--- src/rtl/seg_arb_pkg.sv ---
// ==== seg_arb_pkg: shared types and constants for the display arbiter ==== Rev 1.0
`default_nettype none

package seg_arb_pkg;

  localparam int DIGITS = 4;
  localparam int NIB_W  = 4;
  localparam int WORD_W = DIGITS * NIB_W;

  typedef logic [WORD_W-1:0] digit_word_t;

  typedef enum logic [1:0] {
    S_IDLE = 2'd0,
    S_SHOW = 2'd1,
    S_ERR  = 2'd2
  } seg_state_e;

endpackage

`default_nettype wire

--- src/rtl/seg_display_arbiter_rr_pick.sv ---
// ==== rr_pick: combinational round-robin picker, scans from ptr+1 modulo NREQ ==== Rev 1.0
`default_nettype none

module rr_pick #(
  parameter int NREQ  = 4,
  parameter int PTR_W = 2
) (
  input  logic [NREQ-1:0]  req_i,
  input  logic [PTR_W-1:0] ptr_i,
  output logic [NREQ-1:0]  gnt_o,
  output logic             found_o
);

  always_comb begin
    gnt_o   = '0;
    found_o = 1'b0;
    // Outer loop walks priority order, inner loop keeps every bit select constant.
    for (int k = 0; k < NREQ; k++) begin
      for (int i = 0; i < NREQ; i++) begin
        if (!found_o && req_i[i] && (i == (int'(ptr_i) + 1 + k) % NREQ)) begin
          gnt_o[i] = 1'b1;
          found_o  = 1'b1;
        end
      end
    end
  end

endmodule

`default_nettype wire

--- src/rtl/seg_display_arbiter.sv ---
// ==== seg_display_arbiter: round-robin sharing of the 4-digit display, minimum hold, error pre-emption ====
// Optional macro SEG_ARB_BLINK_EN blinks the error code at HOLD_CYCLES/2. Rev 1.0
`default_nettype none

module seg_display_arbiter
  import seg_arb_pkg::*;
#(
  parameter int NREQ        = 4,
  parameter int HOLD_CYCLES = 50_000_000,
  parameter int CNT_W       = 26
) (
  input  logic                     clk,
  input  logic                     rst,
  input  logic [NREQ-1:0]          req_i,
  input  logic [NREQ*WORD_W-1:0]   data_i,
  input  logic [NIB_W-1:0]         err_code_i,
  output logic [NREQ-1:0]          grant_o,
  output logic [NIB_W-1:0]         num0_o,
  output logic [NIB_W-1:0]         num1_o,
  output logic [NIB_W-1:0]         num2_o,
  output logic [NIB_W-1:0]         num3_o,
  output logic [NIB_W-1:0]         error_o,
  output logic                     busy_o
);

  localparam int               PTR_W     = (NREQ > 1) ? $clog2(NREQ) : 1;
  localparam logic [CNT_W-1:0] HOLD_LOAD = CNT_W'(HOLD_CYCLES - 1);
  localparam logic [PTR_W-1:0] PTR_RST   = PTR_W'(NREQ - 1);

  seg_state_e        state_q, state_d;
  logic [NREQ-1:0]   grant_q, grant_d;
  logic [PTR_W-1:0]  ptr_q, ptr_d;
  logic [CNT_W-1:0]  cnt_q, cnt_d;
  digit_word_t       num_q, num_d;
  logic [NIB_W-1:0]  error_q, error_d;
  logic              busy_q, busy_d;

  logic [NREQ-1:0]   pick_gnt;
  logic              pick_found;
  logic [PTR_W-1:0]  pick_idx;
  digit_word_t       pick_word;
  digit_word_t       cur_word;
  logic              take;
  logic              err_show;

  rr_pick #(
    .NREQ  (NREQ),
    .PTR_W (PTR_W)
  ) u_rr_pick (
    .req_i   (req_i),
    .ptr_i   (ptr_q),
    .gnt_o   (pick_gnt),
    .found_o (pick_found)
  );

  always_comb begin
    pick_idx  = '0;
    pick_word = '0;
    cur_word  = '0;
    for (int i = 0; i < NREQ; i++) begin
      if (pick_gnt[i]) begin
        pick_idx  = PTR_W'(i);
        pick_word = data_i[i*WORD_W +: WORD_W];
      end
      if (grant_q[i]) cur_word = data_i[i*WORD_W +: WORD_W];
    end
  end

  always_comb begin
    state_d = state_q;
    grant_d = grant_q;
    ptr_d   = ptr_q;
    cnt_d   = cnt_q;
    num_d   = num_q;
    take    = 1'b0;
    case (state_q)
      S_IDLE: begin
        if (err_code_i != '0) begin
          state_d = S_ERR;
          grant_d = '0;
        end else if (pick_found) begin
          take = 1'b1;
        end
      end
      S_SHOW: begin
        if (err_code_i != '0) begin
          state_d = S_ERR;
          grant_d = '0;
        end else if ((grant_q & req_i) == '0) begin
          // Owner released the display: hand it over at once, hold or not.
          if (pick_found) begin
            take = 1'b1;
          end else begin
            state_d = S_IDLE;
            grant_d = '0;
          end
        end else if (cnt_q == '0) begin
          if ((req_i & ~grant_q) != '0) take = 1'b1;
          else                          num_d = cur_word;
        end else begin
          cnt_d = cnt_q - 1'b1;
          num_d = cur_word;
        end
      end
      S_ERR: begin
        grant_d = '0;
        if (err_code_i == '0) state_d = S_IDLE;
      end
      default: begin
        state_d = S_IDLE;
        grant_d = '0;
      end
    endcase
    if (take) begin
      state_d = S_SHOW;
      grant_d = pick_gnt;
      ptr_d   = pick_idx;
      cnt_d   = HOLD_LOAD;
      num_d   = pick_word;
    end
    busy_d  = (state_d != S_IDLE);
    error_d = (state_d == S_ERR && err_show) ? err_code_i : '0;
  end

`ifdef SEG_ARB_BLINK_EN
  localparam logic [CNT_W-1:0] HALF_LOAD = CNT_W'(HOLD_CYCLES / 2 - 1);

  logic             phase_q, phase_d;
  logic [CNT_W-1:0] ph_cnt_q, ph_cnt_d;

  always_comb begin
    phase_d  = phase_q;
    ph_cnt_d = ph_cnt_q;
    if (state_d == S_ERR && state_q != S_ERR) begin
      phase_d  = 1'b1;
      ph_cnt_d = HALF_LOAD;
    end else if (state_d == S_ERR) begin
      if (ph_cnt_q == '0) begin
        phase_d  = ~phase_q;
        ph_cnt_d = HALF_LOAD;
      end else begin
        ph_cnt_d = ph_cnt_q - 1'b1;
      end
    end
    err_show = phase_d;
  end

  always_ff @(posedge clk or posedge rst) begin
    if (rst) begin
      phase_q  <= 1'b0;
      ph_cnt_q <= '0;
    end else begin
      phase_q  <= phase_d;
      ph_cnt_q <= ph_cnt_d;
    end
  end
`else
  assign err_show = 1'b1;
`endif

  always_ff @(posedge clk or posedge rst) begin
    if (rst) begin
      state_q <= S_IDLE;
      grant_q <= '0;
      ptr_q   <= PTR_RST;
      cnt_q   <= '0;
      num_q   <= '0;
      error_q <= '0;
      busy_q  <= 1'b0;
    end else begin
      state_q <= state_d;
      grant_q <= grant_d;
      ptr_q   <= ptr_d;
      cnt_q   <= cnt_d;
      num_q   <= num_d;
      error_q <= error_d;
      busy_q  <= busy_d;
    end
  end

  assign grant_o = grant_q;
  assign num0_o  = num_q[0*NIB_W +: NIB_W];
  assign num1_o  = num_q[1*NIB_W +: NIB_W];
  assign num2_o  = num_q[2*NIB_W +: NIB_W];
  assign num3_o  = num_q[3*NIB_W +: NIB_W];
  assign error_o = error_q;
  assign busy_o  = busy_q;

endmodule

`default_nettype wire

--- config.mk ---
export PLATFORM = sky130hd
export DESIGN_NAME = seg_display_arbiter
export DESIGN_NICKNAME = d
export VERILOG_FILES = /design/src/rtl/seg_arb_pkg.sv /design/src/rtl/seg_display_arbiter_rr_pick.sv /design/src/rtl/seg_display_arbiter.sv
export SDC_FILE = /design/constraint.sdc
export NUM_CORES = 1
export LEC_CHECK = 0
export CAP_MARGIN = 25
export CELL_PAD_IN_SITES_DETAIL_PLACEMENT = 1
export CELL_PAD_IN_SITES_GLOBAL_PLACEMENT = 2
export CORE_AREA = 8 8 121 123
export CTS_CLUSTER_DIAMETER = 50
export DETAILED_ROUTE_END_ITERATION = 16
export DIE_AREA = 0 0 129 131
export HOLD_SLACK_MARGIN = 0.03
export MAX_ROUTING_LAYER = met4
export PLACE_DENSITY_LB_ADDON = 0.1
export SLEW_MARGIN = 20
export SYNTH_ARGS = -nofsm -noshare
export SYNTH_HDL_FRONTEND = slang
export SYNTH_SLANG_ARGS = --single-unit
--- constraint.sdc ---
create_clock -name clk -period 3.78 [get_ports clk]
set_input_delay 0.756 -clock clk [delete_from_list [all_inputs] [get_ports clk]]
set_output_delay 0.756 -clock clk [all_outputs]
set_load 0.02 [all_outputs]
==> results by group <==
Pwr
  • Psw: 0.558 mW
  • Static leakage: 1.93 nW
  • Worst vdd ir: 0.000163 V
  • Clk pwr share: 0.310
  • Switch share: 0.318
  • Gate power share: 0.287
  • Pwr dens: 344 mW/mm²
  • Internal: 1.20 mW
  • Sequential share of power: 0.402
  • Overall power: 1.76 mW

Synth
  • Main flop type after synthesis: dfrtp_1
  • Most frequent cell after synthesis: nand2_1
  • Post-synth EDFFs: 0
  • Synth warn: 0
  • Syn_nets: 528
  • Top cells by area, synth: dfrtp_1 35%, nand2_1 6.1%, o31ai_1 5.4%, o22ai_1 5.4%, a221oi_1 3.7%
  • Asr flop ratio synth: 1.00
  • Top-area cell type share of the netlist area: 0.355
  • Yosys cell types: 49
  • Commonest cells in the netlist: 61 x nand2_1, 53 x dfrtp_1, 32 x o22ai_1
  • Mapped Avg Cell Area: 8.25 µm²
  • Most area-hungry cell type in the Yosys netlist: dfrtp_1
  • Syn Inst Count: 453
  • Post-Syn Area: 0.00374 mm²
  • Sequential area share after synthesis: 0.369
  • Register bit total from synthesis: 55

Setup path
  • Critical Path RT: 4.03 ns
  • Worst Setup Path Type: flip-flop to flip-flop
  • Worst-path fanout max: 19
  • Crit path capture type: flip-flop
  • Reg-to-reg endpoint: grant_o[2]
  • R2r setup slk: 0.85 ns
  • R2R cell count: 5
  • CP Launch Type: flip-flop
  • Worst r2r src: cnt_q[12]
  • Crit path DAT: 3.18 ns

Layout
  • Finished Cell Area: 0.00511 mm²
  • Inserted Diodes: 0
  • Layout Nets: 618
  • Core Util, Final: 0.397
  • Layout cells sized above 1: 0.0827
  • P&R area growth vs syn: 36.7%
  • Final cell count without fillers: 720

Global routing
  • Global-route wire length before repair: 23,100 µm
  • Total grt overflow: 0
  • Initial antenna violation count: 0
  • Pin count of the biggest net entering global routing: 37
  • Vias in the first global route: 4,233
  • All-Layer GR Usage: 0.182

Clocking
  • Post-cts gate resize count: 0
  • H-tree levels: 2
  • CTS tree: built
  • Clock Pin Slew Worst Setup and Hold Paths: 0.08 ns
  • Hold-fix buffers, CTS: 0
  • Setup bufs post-CTS: 0
  • Clk_lat worst skew: 0.31 ns
  • Clk buf depth: 2
  • CTS Sinks: 55
  • Root buffer cell: clkbuf_16
  • TritonCTS buffer count: 5

Die
  • Die area: 0.0169 mm²
  • Die width: 129 µm
  • Initial Util: 0.290
  • Core ar.: 0.0129 mm²
  • Rows: 42
  • Io pins: 99
  • Die Ht: 131 µm

STA
  • Fin crit period: 2.93 ns
  • Max_slew headroom: 0.441
  • Final Hold Viols: 0
  • Hold WS: 0.551 ns
  • Final worst-path cycle share: 0.775
  • Final Setup Violations: 0
  • Setup TNS: 0 ns
  • Max Slew Vio Count: 0
  • Setup slack after layout: 0.852 ns
  • Clock skew: 0.00854 ns
  • Worst-Margin Slew: 0.837 ns
  • Fmax: 341 MHz
  • Unrepaired setup endpoints after global routing: no

Place
  • Dpl ws: 0.513 ns
  • Placed instance count: 712
  • PortBufs: 98
  • Routability congestion estimate: 0.771
  • Placed cell areas: 0.00495 mm²
  • Post-DP HPWL: 10,200 µm

Routing
  • DR vias/cell: 5.48
  • Drt wl/cell: 20.3 µm
  • Drt first pass iters: 4
  • ANT nets after route: 0
  • DRC errors left: 0
  • Final Routed Wirelength: 14,600 µm
  • DR iter-0 viols: 224
  • Via count: 3,945

Min path
  • Hold path startpoint: cnt_q[19]
  • Min-Delay Path Depth: 2
  • Hold Path Class: flip-flop to flip-flop
  • Hold Path End: cnt_q[19]

Job
  • Maxcap violations: 0

Status
  • Status: finished, final reports clean
critical path, stage by stage (launching register included):
cell and delay, ns:
dfrtp_1 0.45, or4_1 0.66, or3_1 0.52, o41ai_4 0.53, nand2_2 0.35, a2bb2o_1 0.35
sequential cells by signal, indices dropped and copies added, names as in the netlist:
| signal | flops |
|---|---|
| num_q | 16 |
| grant_o | 4 |
| state_q | 2 |
| ptr_q | 2 |
| cnt_q | 26 |
| error_o | 4 |
| busy_o | 1 |
power by group through the flow:
stage	Sequential [mW]	Clock, mW	Combinational (mW)
3_5_place_dp	0.717	0	0.511
3_3_place_gp	0.715	0	0.502
2_1_floorplan	0.736	0	0.236
4_1_cts	0.707	0.564	0.513
5_1_grt	0.716	0.589	0.554
6_report	0.706	0.545	0.504
worst max-delay path by stage:
stage | from | end | slack, ns | cells after the start
floorplan | err_code_i[0] | cnt_q[15] | 1.05 | 6
global placement | err_code_i[0] | cnt_q[14] | 0.63 | 7
detailed placement | err_code_i[0] | cnt_q[23] | 0.51 | 7
CTS | cnt_q[12] | grant_o[2] | 0.83 | 5
global route | cnt_q[12] | cnt_q[19] | 0.64 | 6
finish | cnt_q[12] | grant_o[2] | 0.85 | 5
cells by family (layout without fill, tap and decap cells):
family	Yosys count	count (layout)	synth area share
flops	55	55	0.369
compound gates	160	160	0.310
buf+inv	46	137	0.0552
fa+ha+maj	1	1	0.00335
simple gates	185	185	0.248
xor+xnor	6	6	0.0141
area by class of cell:
type | instances | area [µm²]
fill | 1547 | 7760
sequential | 55 | 1380
clock inverter | 1 | 30.0
inverter | 8 | 30.0
timing repair buffer | 121 | 1150
tap | 176 | 220
multi-input combinational | 352 | 2160
clock buffer | 7 | 133
layout by cell type (no fill, tap or decap), types with 12 or more instances in the layout:
| master | instances |
|---|---|
| o21ai_0 | 26 |
| o22ai_1 | 32 |
| nand2_1 | 61 |
| nand3_1 | 25 |
| nor2b_1 | 18 |
| buf_4 | 23 |
| or3_1 | 12 |
| a31oi_1 | 16 |
| a21oi_1 | 12 |
| dfrtp_1 | 53 |
| o31ai_1 | 27 |
| clkdlybuf4s50_1 | 98 |
| nor2_1 | 22 |
| a221oi_1 | 16 |
layer usage:
metal	routed length, µm	GRT usage	share of wire
met2	7520	0.314	0.52
met1	6570	0.217	0.45
met5	0	-	0
met3	354	0.0333	0.024
met4	139	0.0401	0.0095
Power figures use the tool's default switching activity.
